--- config.mk ---
export PLATFORM = sky130hd
export DESIGN_NAME = sram_ctrl
export DESIGN_NICKNAME = d
export VERILOG_FILES = /design/src/rtl/sram_ctrl.sv
export SDC_FILE = /design/constraint.sdc
export NUM_CORES = 1
export LEC_CHECK = 0
export ABC_AREA = 1
export BUFFER_PORTS_ARGS = -buffer_cell sky130_fd_sc_hd__buf_2
export CORE_ASPECT_RATIO = 1.75
export CORE_UTILIZATION = 42
export CTS_CLUSTER_DIAMETER = 200
export DETAILED_ROUTE_END_ITERATION = 10
export PLACE_DENSITY_LB_ADDON = 0.08
export SLEW_MARGIN = 20
export SYNTH_ARGS = -nofsm -noshare
export SYNTH_HDL_FRONTEND = slang
export SYNTH_SLANG_ARGS = --single-unit
--- constraint.sdc ---
create_clock -name Clk -period 1.7 [get_ports Clk]
set_input_delay 0.085 -clock Clk [delete_from_list [all_inputs] [get_ports Clk]]
set_output_delay 0.085 -clock Clk [all_outputs]
set_load 0.02 [all_outputs]
--- src/rtl/sram_ctrl.sv ---
// sram_ctrl: bus-side responder for an external 1M x 16 async SRAM.
// All pin-facing outputs are registered; one word per request.
module sram_ctrl #(
  parameter int RD_WAIT = 2,
  parameter int WR_WAIT = 2,
  parameter int TURN    = 1
) (
  input  logic        Clk,
  input  logic        Reset,
  input  logic        req_valid,
  input  logic        req_we,
  input  logic [19:0] req_addr,
  input  logic [15:0] req_wdata,
  input  logic [1:0]  req_be,
  output logic        req_ready,
  output logic        rsp_valid,
  output logic [15:0] rsp_rdata,
  output logic [19:0] SRAM_ADDR,
  output logic        SRAM_CE_N,
  output logic        SRAM_OE_N,
  output logic        SRAM_WE_N,
  output logic        SRAM_UB_N,
  output logic        SRAM_LB_N,
  output logic [15:0] SRAM_DQ_out,
  output logic        SRAM_DQ_oe,
  input  logic [15:0] SRAM_DQ_in
);

  typedef enum logic [2:0] {
    S_IDLE,
    S_RD,
    S_TURN,
    S_WR_SETUP,
    S_WR_PULSE,
    S_WR_HOLD
  } state_t;

  localparam int MAXC = (RD_WAIT > WR_WAIT)
                      ? ((RD_WAIT > TURN) ? RD_WAIT : TURN)
                      : ((WR_WAIT > TURN) ? WR_WAIT : TURN);
  localparam int CW = (MAXC > 1) ? $clog2(MAXC) : 1;

  // Down-counter reload values: a phase of N cycles loads N-1.
  localparam logic [CW-1:0] RD_LD = CW'(RD_WAIT - 1);
  localparam logic [CW-1:0] WR_LD = CW'(WR_WAIT - 1);
  localparam logic [CW-1:0] TN_LD = (TURN > 0) ? CW'(TURN - 1) : '0;

  state_t        state_q, state_d;
  logic [CW-1:0] cnt_q, cnt_d;
  logic [19:0]   addr_q, addr_d;
  logic [15:0]   dout_q, dout_d;
  logic          dqoe_q, dqoe_d;
  logic          ce_n_q, ce_n_d;
  logic          oe_n_q, oe_n_d;
  logic          we_n_q, we_n_d;
  logic          ub_n_q, ub_n_d;
  logic          lb_n_q, lb_n_d;
  logic          rvld_q, rvld_d;
  logic [15:0]   rdata_q, rdata_d;

  assign req_ready   = (state_q == S_IDLE) && !Reset;
  assign rsp_valid   = rvld_q;
  assign rsp_rdata   = rdata_q;
  assign SRAM_ADDR   = addr_q;
  assign SRAM_CE_N   = ce_n_q;
  assign SRAM_OE_N   = oe_n_q;
  assign SRAM_WE_N   = we_n_q;
  assign SRAM_UB_N   = ub_n_q;
  assign SRAM_LB_N   = lb_n_q;
  assign SRAM_DQ_out = dout_q;
  assign SRAM_DQ_oe  = dqoe_q;

  // Next-state and next-pin values; pins change only via the flops below.
  always_comb begin
    state_d = state_q;
    cnt_d   = cnt_q;
    addr_d  = addr_q;
    dout_d  = dout_q;
    dqoe_d  = dqoe_q;
    ce_n_d  = ce_n_q;
    oe_n_d  = oe_n_q;
    we_n_d  = we_n_q;
    ub_n_d  = ub_n_q;
    lb_n_d  = lb_n_q;
    rvld_d  = 1'b0;
    rdata_d = rdata_q;
    unique case (state_q)
      S_IDLE: begin
        if (req_valid) begin
          addr_d = req_addr;
          ce_n_d = 1'b0;
          we_n_d = 1'b1;
          if (req_we) begin
            state_d = S_WR_SETUP;
            oe_n_d  = 1'b1;
            ub_n_d  = ~req_be[1];
            lb_n_d  = ~req_be[0];
            dqoe_d  = 1'b1;
            dout_d  = req_wdata;
          end else begin
            state_d = S_RD;
            cnt_d   = RD_LD;
            oe_n_d  = 1'b0;
            ub_n_d  = 1'b0;
            lb_n_d  = 1'b0;
            dqoe_d  = 1'b0;
          end
        end
      end
      S_RD: begin
        if (cnt_q == '0) begin
          rdata_d = SRAM_DQ_in;
          rvld_d  = 1'b1;
          ce_n_d  = 1'b1;
          oe_n_d  = 1'b1;
          ub_n_d  = 1'b1;
          lb_n_d  = 1'b1;
          if (TURN > 0) begin
            state_d = S_TURN;
            cnt_d   = TN_LD;
          end else begin
            state_d = S_IDLE;
          end
        end else begin
          cnt_d = cnt_q - CW'(1);
        end
      end
      S_TURN: begin
        if (cnt_q == '0) state_d = S_IDLE;
        else cnt_d = cnt_q - CW'(1);
      end
      S_WR_SETUP: begin
        state_d = S_WR_PULSE;
        cnt_d   = WR_LD;
        we_n_d  = 1'b0;
      end
      S_WR_PULSE: begin
        if (cnt_q == '0) begin
          state_d = S_WR_HOLD;
          we_n_d  = 1'b1;
        end else begin
          cnt_d = cnt_q - CW'(1);
        end
      end
      S_WR_HOLD: begin
        state_d = S_IDLE;
        ce_n_d  = 1'b1;
        dqoe_d  = 1'b0;
        ub_n_d  = 1'b1;
        lb_n_d  = 1'b1;
        rvld_d  = 1'b1;
      end
      default: begin
        state_d = S_IDLE;
        ce_n_d  = 1'b1;
        oe_n_d  = 1'b1;
        we_n_d  = 1'b1;
        dqoe_d  = 1'b0;
      end
    endcase
  end

  // State and pin registers; reset drops every control inactive at once.
  always_ff @(posedge Clk or posedge Reset) begin
    if (Reset) begin
      state_q <= S_IDLE;
      cnt_q   <= '0;
      addr_q  <= '0;
      dout_q  <= '0;
      dqoe_q  <= 1'b0;
      ce_n_q  <= 1'b1;
      oe_n_q  <= 1'b1;
      we_n_q  <= 1'b1;
      ub_n_q  <= 1'b1;
      lb_n_q  <= 1'b1;
      rvld_q  <= 1'b0;
      rdata_q <= '0;
    end else begin
      state_q <= state_d;
      cnt_q   <= cnt_d;
      addr_q  <= addr_d;
      dout_q  <= dout_d;
      dqoe_q  <= dqoe_d;
      ce_n_q  <= ce_n_d;
      oe_n_q  <= oe_n_d;
      we_n_q  <= we_n_d;
      ub_n_q  <= ub_n_d;
      lb_n_q  <= lb_n_d;
      rvld_q  <= rvld_d;
      rdata_q <= rdata_d;
    end
  end

endmodule

* After elaboration in Yosys (flattened, before gate mapping)
Cells that the tools add are included.
** Storage, ports and cells
- Register bits after elaboration :: 63
- Input port bits :: 58
- Output and inout bits :: 60
- Logic and storage cells :: 77
** Operators by class
- Add/sub/neg operators :: 1
- Equal/unequal tests :: 10
- Mux-type cells :: 27
- Bitwise gates (word level) :: 7
- Reductions and logical operators :: 20
** Operator list (count)
- 3-bit AND reduction :: 6
- 1-bit case mux with 3 select lines :: 5
- 3-bit case mux with 5 select lines :: 1
- 1-bit two-way mux :: 13
- 3-bit two-way mux :: 4
- 2-bit inequality test (second input constant) :: 5
- 3-bit OR reduction :: 3
- 4-bit OR reduction :: 2
- 1-bit NOT :: 7
- 3-bit by 2-bit == test with 1-bit output (second input constant) :: 2
- 3-bit == test (second input constant) :: 2
- 2-bit AND reduction :: 3
- 3-bit nonzero test :: 2
- 1-bit case mux with 2 select lines :: 2
- 1-bit case mux with 4 select lines :: 1
- 4-bit AND reduction :: 1
- 3-bit by 1-bit == test with 1-bit output (second input constant) :: 1
- 3-bit logical NOT :: 1
- 2-bit two-way mux :: 1
- 1-bit logical AND :: 1
- 1-bit logical NOT :: 1
- 1-bit subtractor (second input constant) :: 1

* Longest topological paths before layout
Gate-level depths: netlist of run 1.
- Depth after elaboration :: 4
- Depth in mapped cells :: 9
- Depth with buffers taken out :: 8

* Worst setup path after synthesis of run 1
No wires, ideal clock.
- Kind :: register to register
- Start :: reg state_q[0]
- End :: reg dout_q[0], in the netlist SRAM_DQ_out[0]
- Setup time :: 117 ps
- Data arrival time :: 1250 ps
- Required time :: 1583 ps
- Slack :: 333 ps
- Stages on the path, launching flop included :: 10
- Buffers on the path :: 1
- Period minus slack after synthesis :: 1367 ps
- Path through :: dfrtp_1 -> nor2_4 -> inv_2 -> nor2_4 -> inv_2 -> nor2_4 -> nand2_2 -> buf_2 -> nand2_1 -> nand2_1
** On the way
- Cells in the longest elaborated chain, start to end :: 2
** Ends and longest elaborated chain
- start: declaration :: RTL line 48 : state_t state_q, state_d;
- start signal: assignment :: RTL line 179 : state_q <= state_d;
- 3-bit logical NOT :: RTL line 87 : unique case (state_q)
- 3-bit AND reduction (no line)
- end signal: assignment :: RTL line 182 : dout_q <= dout_d;
- end: declaration :: RTL line 51 : logic [15:0] dout_q, dout_d;
No other way between the ends.
A chain may end at the register's enable or synchronous reset.

* Final worst setup path of run 1
- Start :: reg state_q[0]
- End :: reg addr_q[16], in the netlist SRAM_ADDR[16]
** On the way
- Cells in the longest elaborated chain, start to end :: 2
** Ends and longest elaborated chain
- 3-bit logical NOT :: RTL line 87
- 2-bit AND reduction (no line)
- end signal: assignment :: RTL line 181 : addr_q <= addr_d;
- end: declaration :: RTL line 50 : logic [19:0] addr_q, addr_d;
No other way between the ends.

==> flow_summary.ini, run 1 <==
[run_status]
outcome = finished clean

[timing]
final_hold_viol_count = 0
finalCritPeriodShare_pct = 92.32
final_max_slew_viol_count = 0
fin_tns_setup_ps = 0
skew_ps = 6.133
setup_violations = 0
period_needed_ps = 1569
worst_pin_slew_ps = 484.8
max-slew-margin-rel_pct = 67.63
whs_ps = 20.39
fmax_ghz = 0.6371
rsz0062_at_grt = false

[route]
met3_wirelength_um = 398
drt-pass1-iter-count = 4
met1_length_mm = 2.668
drt_iter0_drc = 111
ant_nets = 0
routed_wirelength_mm = 6.999
route.met2.wl_mm = 3.775
wl_per_cell_um = 12.48
viasPerCell = 4.579
top_layer = met4
drc = 0
vias = 2569

[floorplanning]
ios = 118
coreArea_sq_mm = 0.005926
initial_core_util_pct = 44.05
die_w_um = 61.59
fp.dieH_um = 106.3
dieArea_sq_mm = 0.006546
std_cell_rows = 37

[worst_setup_path]
reg2reg_depth = 9
rrSetupSlack_ps = 130
critPathRequiredTime_ps = 1930
crit_buf_inv = 4
crit_path_start_kind = flip-flop
path_common_cell = nor2_4
crit_type = flip-flop to flip-flop
cp_slowest_cell = dfrtp_1
max_stage_delay_ps = 420
crit_chain = nor2_4 -> inv_2 -> nor2_4 -> inv_2 -> nor2_4 -> buf_4 -> clkinvlp_4 -> nand2_1 -> nand2_1
cp.arrival_ps = 1800
end_kind = flip-flop
cp_top_family = simple AND/OR/NAND/NOR gates
crit_fanout = 6
r2r-start = state_q[0]$_DFFE_PP0P_
r2r_end = SRAM_ADDR[16]$_DFFE_PP0P_

[grt]
grt_pass1_vias = 2369
grt_max_degree = 34
antenna_found_initial = 0
grt_pass1_wl_mm = 10.08
globalRouteOverflowTotal = 0
grt_use_total_pct = 21.12

[cts]
clk_pin_slew_ps = 60
cts_tree = built
cts_sinks = 63
cts_made_buffers = 9
insertion_delay_ps = 340
cts_max_level = 3
clockBufferDepth = 2
cts-root-buf = clkbuf_8

[yosys]
synthCells = 302
synth-seq-cells = 63
synth.avg_cell_area_sq_um = 8.642
synth_area_sq_mm = 0.002610
ys_warn_count = 0
synth.distinct_cells = 18
seq_area_frac_synth_pct = 60.64
synthesis.nets = 360

[final_layout]
nNetsFinal = 537
layout_common_cells = nand2_1, buf_2, dfrtp_1, dlygate4sd3_1, inv_1
synthToLayoutAreaGrowth_pct = 55.03
final_common_cell = nand2_1
num_antenna_cells = 0
drive_gt1_share_pct = 32.30

[worst_hold_path]
min_delay_worst_endpoint = SRAM_UB_N$_DFFE_PP1P_
worstHoldStart = req_be[1]
min_path_cells = 4
min_path_type = input pin to flip-flop

[placement]
port_buffers = 117
gp_congestion = 0.8521
place_hpwl_mm = 4.366

[power_and_ir_drop]
p_comb_share_pct = 45.1
internal-power_mw = 4.240
peakVddDrop_uv = 1059
p_sw_share_pct = 42.50
p_switching_mw = 3.134
powerDensity_mw_per_mm2 = 1822
pwr-share-seq_pct = 36.0
p_leak_nw = 2.292
p_clk_share_pct = 18.9

[run]
cap_violations = 0
-- tightest hold or removal path, cell delays in order --
cell and delay, ps:
buf_2 80, o21ai_0 70, nand3_1 80, nand2_1 50
-- metal layers --
metal,vias up,global-route usage [%]
met3,12,6.934
li1,1284,-
met1,1183,21.65
met5,-,0
met4,0,10.00
met2,90,36.64
-- synth_stat cells --
cell type	count	share of area, %
dfrtp_1	58	56
nor2_2	1	0.24
nand2_1	133	19
o21ai_1	7	1.3
dfstp_2	5	5.0
nor2_4	3	1.3
nor2_1	7	1.0
a21oi_1	3	0.58
nand3_1	24	4.6
o21ai_0	13	2.5
buf_2	6	1.2
inv_2	2	0.29
inv_1	28	4.0
nand2_2	1	0.24
nand3_2	1	0.38
clkbuf_1	4	0.58
buf_6	3	1.3
nand4_1	3	0.72
-- repair_timing --
action | in CTS | in global routing
gates resized for setup | 0 | 6
hold buffers | 51 | 1
endpoints found under the setup margin | 0 | 10
setup buffers | 0 | 2
hold endpoints to repair | 65 | 1
-- sequential cells by signal, summed over array words and instances (netlist names) --
| name | flops |
|---|---|
| cnt_q | 1 |
| SRAM_UB_N | 1 |
| rsp_valid | 1 |
| SRAM_DQ_out | 16 |
| SRAM_ADDR | 20 |
| SRAM_DQ_oe | 1 |
| rsp_rdata | 16 |
| SRAM_LB_N | 1 |
| SRAM_OE_N | 1 |
| SRAM_CE_N | 1 |
| state_q | 3 |
| SRAM_WE_N | 1 |
-- power by group through the flow --
| stage | registers (mW) | logic (mW) | clock network, mW |
|---|---|---|---|
| after floorplan | 3.45 | 1.34 | 0 |
| after global placement | 2.65 | 3.09 | 0 |
| after detailed placement | 2.65 | 3.15 | 0 |
| after CTS | 2.64 | 3.24 | 1.43 |
| after global routing | 2.74 | 3.71 | 1.49 |
| final | 2.65 | 3.33 | 1.39 |
-- kinds of logic after synthesis --
family	synth area share, %
AOI/OAI and AO/OA	4.410
and+or+nand+nor	27.61
DFF	60.64
buffers and inverters	7.334
-- metrics by stage --
| step | cell area (sq um) | setup WS [ps] | total power [mW] | instances | utilization [%] |
|---|---|---|---|---|---|
| after floorplan | 2610 | 53.53 | 4.784 | 302 | - |
| after global placement | 3264 | 191.3 | 5.735 | 489 | 55.09 |
| after detailed placement | 3264 | 121.9 | 5.801 | 489 | 55.09 |
| after CTS | 3986 | 111.5 | 7.317 | 555 | 67.27 |
| after global routing | 4046 | 58.50 | 7.946 | 561 | 68.29 |
| final | 4046 | 130.5 | 7.374 | 561 | 68.29 |
-- worst max path at each step --
stage                                 from                         to  slack [ps]  cells past startpoint
finish              state_q[0]$_DFFE_PP0P_  SRAM_ADDR[16]$_DFFE_PP0P_         130                      9
detailed placement  state_q[0]$_DFFE_PP0P_   SRAM_ADDR[6]$_DFFE_PP0P_         120                      8
floorplan                            Reset   SRAM_ADDR[0]$_DFFE_PP0P_          50                      1
global placement    state_q[0]$_DFFE_PP0P_   SRAM_ADDR[1]$_DFFE_PP0P_         190                      8
CTS                 state_q[0]$_DFFE_PP0P_   SRAM_ADDR[6]$_DFFE_PP0P_         110                      8
global route        state_q[0]$_DFFE_PP0P_   SRAM_ADDR[9]$_DFFE_PP0P_          60                      9
-- cell type report --
cell class	instances	area [sq um]
Clock buffer	11	141.4
Timing Repair inverter	3	22.52
Inverter	30	116.4
Tap cell	78	97.59
Clock inverter	4	70.07
Sequential cell	63	1583
Timing Repair Buffer	176	1175
Multi-Input combinational cell	196	840.8
Fill cell	507	1879
(Power assumes the default switching activity.)
==> inputs of run 2 (changes only) <==
--- a/config.mk
+++ b/config.mk
@@ -8,6 +8,7 @@
 export ABC_AREA = 1
 export BUFFER_PORTS_ARGS = -buffer_cell sky130_fd_sc_hd__buf_2
 export CORE_ASPECT_RATIO = 1.75
+export CORE_MARGIN = 3
 export CORE_UTILIZATION = 42
 export CTS_CLUSTER_DIAMETER = 200
 export DETAILED_ROUTE_END_ITERATION = 10
==> flow_summary.ini, run 2 (synthesis gave the netlist of run 1 again) <==
[run_status]
outcome = finished clean

[route]
ant_nets = 0
drt_iter0_drc = 131
routed_wirelength_mm = 6.968
drt-pass1-iter-count = 4
drc = 0
viasPerCell = 4.616
vias = 2576
wl_per_cell_um = 12.49

[timing]
final_max_slew_viol_count = 0
final_hold_viol_count = 0
worst_pin_slew_ps = 643.5
setup_violations = 0
period_needed_ps = 1589
finalCritPeriodShare_pct = 93.45
fmax_ghz = 0.6295
rsz0062_at_grt = true
fin_tns_setup_ps = 0
max-slew-margin-rel_pct = 57.03
setup_ws_ps = 111.4
skew_ps = 7.068

[worst_setup_path]
critPathRequiredTime_ps = 1920
crit_chain = nor2_4 -> inv_2 -> nor2_4 -> inv_2 -> nor2_4 -> inv_1 -> nand2_1 -> nand2_1
rrSetupSlack_ps = 110
cp.arrival_ps = 1810
max_stage_delay_ps = 420
cp_slowest_cell = dfrtp_1
path_common_cell = nor2_4
crit_type = flip-flop to flip-flop
cp_top_family = simple AND/OR/NAND/NOR gates
end_kind = flip-flop
crit_path_start_kind = flip-flop
crit_fanout = 20
crit_buf_inv = 3

[final_layout]
layout_common_cells = nand2_1, buf_2, dfrtp_1, dlygate4sd3_1, inv_1
stdcell_area_sq_mm = 0.004008
fillers = 497
nNetsFinal = 536
num_antenna_cells = 0
largest_register_ffs = 20
final_common_cell = nand2_1
drive_gt1_share_pct = 31.04
synthToLayoutAreaGrowth_pct = 53.55

[cts]
cts_sinks = 63
clk_pin_slew_ps = 60
cts_made_buffers = 9
cts_tree = built
cts-root-buf = clkbuf_8
clockBufferDepth = 2
insertion_delay_ps = 330
cts_max_level = 3

[floorplanning]
die_w_um = 65.59
coreArea_sq_mm = 0.005972
dieArea_sq_mm = 0.007234
std_cell_rows = 37
ios = 118
fp.dieH_um = 110.3
initial_core_util_pct = 43.70

[placement]
place_ws_ps = 119.2
gp_congestion = 0.8130
port_buffers = 117
place_hpwl_mm = 4.626
placed_area_sq_mm = 0.003272

[grt]
grt_use_total_pct = 20.68
grt_pass1_wl_mm = 11.21
globalRouteOverflowTotal = 0
antenna_found_initial = 0
grt_max_degree = 34
grt_pass1_vias = 2602

[power_and_ir_drop]
p_leak_nw = 2.278
peakVddDrop_uv = 933.6
powerDensity_mw_per_mm2 = 1779
power.total_mw = 7.131

[worst_hold_path]
min_path_type = input pin to flip-flop

[run]
cap_violations = 0
-- run 2: cell count changes in the layout (fill, tap and decap cells not counted) --
cell	delta
dlygate4sd3_1	+3
nand2_2	+1
clkinv_2	-2
inv_1	+1
nand2_4	-1
clkbuf_8	+1
buf_6	-1
clkinvlp_4	-4
bufinv_16	-1
-- run 2: repair_timing --
action / 4_1_cts / 5_1_grt
hold buffers: 55 / 0
buffers inserted: 0 / 0
setup endpoints to repair: 0 / 18
resized for setup: 0 / 0
hold endpoints to repair: 77 / 0
-- run 2: cell type report --
cell class / count / area, sq um / share of cell area [%]
sequential: 63 / 1583 / 39.49
timing repair buffer: 178 / 1194 / 29.78
multi-input combinational: 196 / 835.8 / 20.86
clock buffer: 12 / 155.1 / 3.871
inverter: 30 / 112.6 / 2.810
tap: 78 / 97.59 / 2.435
clock inverter: 1 / 30.03 / 0.7493
-- run 2: worst paths after layout --
path / from / to / cells past startpoint
max: state_q[0]$_DFFE_PP0P_ / SRAM_ADDR[19]$_DFFE_PP0P_ / 8
min: req_we / SRAM_DQ_out[11]$_DFFE_PP0P_ / 3
max reg2reg: state_q[0]$_DFFE_PP0P_ / SRAM_ADDR[19]$_DFFE_PP0P_ / 8
min reg2reg: SRAM_LB_N$_DFFE_PP1P_ / SRAM_LB_N$_DFFE_PP1P_ / 2
max in group asynchronous: Reset / SRAM_ADDR[4]$_DFFE_PP0P_ / 4
min in group asynchronous: Reset / state_q[0]$_DFFE_PP0P_ / 3
-- run 2: through the flow --
| stage | std cells | util, % | hold WS (ps) |
|---|---|---|---|
| after floorplan | 302 | - | 201.8 |
| after CTS | 558 | 67.11 | 170.4 |
| after global routing | 558 | 67.11 | 218.7 |
| after detailed placement | 490 | 54.79 | 232.7 |
| final | 558 | 67.11 | 203.4 |
| after global placement | 490 | 54.79 | 234.7 |
-- run 2: report_power, final --
group	total [mW]	internal, mW	switching (mW)
clock network	1.24	0.733	0.504
logic	3.25	1.11	2.14
registers	2.64	2.25	0.394
-- run 2: worst register-to-register path, delay by kind of cell, from the launching register on --
family / cells / cell delay, ps
buf+inv: 3 / 430
flops: 1 / 420
simple gates: 5 / 640
-- run 2: per-layer routing --
metal  routed length [um]  up-vias  GRT usage [%]  share of wire (%)
met4                  304        0          14.54                4.4
met3                  412       21          4.665                5.9
met5                    0        -              0                  0
met2                 3520      104          36.04                 51
li1                     -     1273              -                  -
met1                 2730     1178          21.60                 39
==> inputs of run 3 (changes only) <==
--- a/config.mk
+++ b/config.mk
@@ -12,7 +12,7 @@
 export CORE_UTILIZATION = 42
 export CTS_CLUSTER_DIAMETER = 200
 export DETAILED_ROUTE_END_ITERATION = 10
-export PLACE_DENSITY_LB_ADDON = 0.08
+export PLACE_DENSITY = 0.8
 export SLEW_MARGIN = 20
 export SYNTH_ARGS = -nofsm -noshare
 export SYNTH_HDL_FRONTEND = slang
==> flow_summary.ini, run 3 (synthesis gave the netlist of run 1 again) <==
[grt]
grt_max_degree = 34
grt_pass1_vias = 2750
antenna_found_initial = 0
globalRouteOverflowTotal = 0
grt_pass1_wl_mm = 12.59
grt_use_total_pct = 23.45

[route]
routed_wirelength_mm = 8.048
viasPerCell = 4.821
met3_wirelength_um = 417
top_layer = met4
ant_nets = 0
vias = 2714
drt-pass1-iter-count = 6
wl_per_cell_um = 14.29
met1_length_mm = 2.945
drt_iter0_drc = 234
route.met2.wl_mm = 4.459
drc = 0

[worst_setup_path]
max_stage_delay_ps = 420
critPathRequiredTime_ps = 1980
path_common_cell = nor2_4
rrSetupSlack_ps = 100
crit_path_start_kind = flip-flop
cp_slowest_cell = dfrtp_1
startpoint = state_q[0]$_DFFE_PP0P_
crit_buf_inv = 4
r2r_end = SRAM_DQ_out[7]$_DFFE_PP0P_
end_kind = flip-flop
reg2reg_depth = 9
cp_top_family = simple AND/OR/NAND/NOR gates
cp.arrival_ps = 1880
crit_type = flip-flop to flip-flop
crit_fanout = 23
crit_chain = nor2_4 -> inv_2 -> nor2_4 -> inv_2 -> nor2_4 -> buf_12 -> buf_6 -> nand3_1 -> nand2_1
r2r-start = state_q[0]$_DFFE_PP0P_

[worst_hold_path]
min_path_cells = 4
min_delay_worst_endpoint = SRAM_UB_N$_DFFE_PP1P_
worstHoldStart = req_be[1]
min_path_type = input pin to flip-flop

[final_layout]
fillers = 427
synthToLayoutAreaGrowth_pct = 55.08
num_antenna_cells = 0
final-seq-area_sq_mm = 0.001583
largest_register_ffs = 20
final_common_cell = nand2_1
drive_gt1_share_pct = 32.16
nNetsFinal = 538
multi_input_area_sq_um = 840.8
final_util_pct = 67.78
final_cells = 563
layout_common_cells = nand2_1, buf_2, dfrtp_1, dlygate4sd3_1, inv_1

[floorplanning]
die_w_um = 65.59
initial_core_util_pct = 43.70
std_cell_rows = 37
ios = 118
coreArea_sq_mm = 0.005972
dieArea_sq_mm = 0.007234
fp.dieH_um = 110.3

[power_and_ir_drop]
peakVddDrop_uv = 899.3
power.total_mw = 7.364
p_leak_nw = 2.290
powerDensity_mw_per_mm2 = 1819

[timing]
setup_violations = 0
rsz0062_at_grt = false
final_max_slew_viol_count = 0
period_needed_ps = 1600
finalCritPeriodShare_pct = 94.11
fmax_ghz = 0.6250
worst_pin_slew_ps = 438.2
skew_ps = 6.525
max-slew-margin-rel_pct = 70.74
final_hold_viol_count = 0

[cts]
clk_pin_slew_ps = 70
cts_made_buffers = 9
clockBufferDepth = 2
insertion_delay_ps = 340
cts-root-buf = clkbuf_8
cts_max_level = 3
cts_tree = built
cts_sinks = 63

[run]
cap_violations = 0

[placement]
dp.cells = 489
port_buffers = 117
place_hpwl_mm = 4.909
gp_congestion = 0.8260

[run_status]
outcome = finished clean
## run 3: cell count changes in the layout (fill, tap and decap cells not counted), sizes merged
cell | before | now
clkinv | 0 | 3
clkinvlp | 0 | 4
dlygate4sd3 | 55 | 53
inv | 30 | 29
buf | 123 | 124
## run 3: final cells by class
type / count / area share, %
inverters: 30 / 2.875
clock buffers: 12 / 3.586
repair inverters: 3 / 0.5564
repair buffers: 177 / 29.58
clock inverters: 4 / 1.113
multi-input cells: 196 / 20.77
well taps: 78 / 2.411
flip-flops and latches: 63 / 39.10
## run 3: report_power, final
group	switching, mW	internal, mW
sequential	0.428	2.25
clock	0.553	0.710
combinational	2.26	1.16
total	3.24	4.12
## run 3: worst reg2reg max path, cell delays in order (launching register included)
cell and delay, ps:
dfrtp_1 420, nor2_4 180, inv_2 70, nor2_4 110, inv_2 70, nor2_4 130, buf_12 150, buf_6 200
nand3_1 100, nand2_1 90
## run 3: layer usage
layer  up-vias  global-route usage [%]
met5         -                       0
met2       127                   41.70
li1       1287                       -
met1      1281                   24.70
met4         0                   14.24
met3        19                   5.375
## run 3: metrics by stage
step | area [sq um] | hold slack [ps] | TNS (ps) | setup slack, ps
3_5_place_dp | 3264 | 125.9 | -88.17 | -25.46
6_report | 4048 | 26.14 | 0 | 100.1
5_1_grt | 4048 | 42.91 | 0 | 8.324
3_3_place_gp | 3264 | 122.1 | 0 | 68.90
2_1_floorplan | 2610 | 201.8 | 0 | 53.53
4_1_cts | 4031 | 1.772 | 0 | 81.55
## run 3: worst max-delay path by stage
stage	end	slack, ps	cells past startpoint
final	SRAM_DQ_out[7]$_DFFE_PP0P_	100	9
after CTS	SRAM_DQ_out[4]$_DFFE_PP0P_	80	9
after global placement	SRAM_ADDR[11]$_DFFE_PP0P_	70	8
after detailed placement	SRAM_ADDR[11]$_DFFE_PP0P_	-30	8
after global routing	SRAM_DQ_out[4]$_DFFE_PP0P_	8	9
after floorplan	SRAM_ADDR[0]$_DFFE_PP0P_	50	1
## run 3: timing repair
action / 4_1_cts / 5_1_grt
setup endpoints to repair: 15 / 27
setup buffers: 2 / 0
hold buffers: 53 / 0
gates resized for setup: 3 / 3
gates cloned: 2 / 1
hold endpoints to repair: 68 / 0
pin swaps: 1 / 0
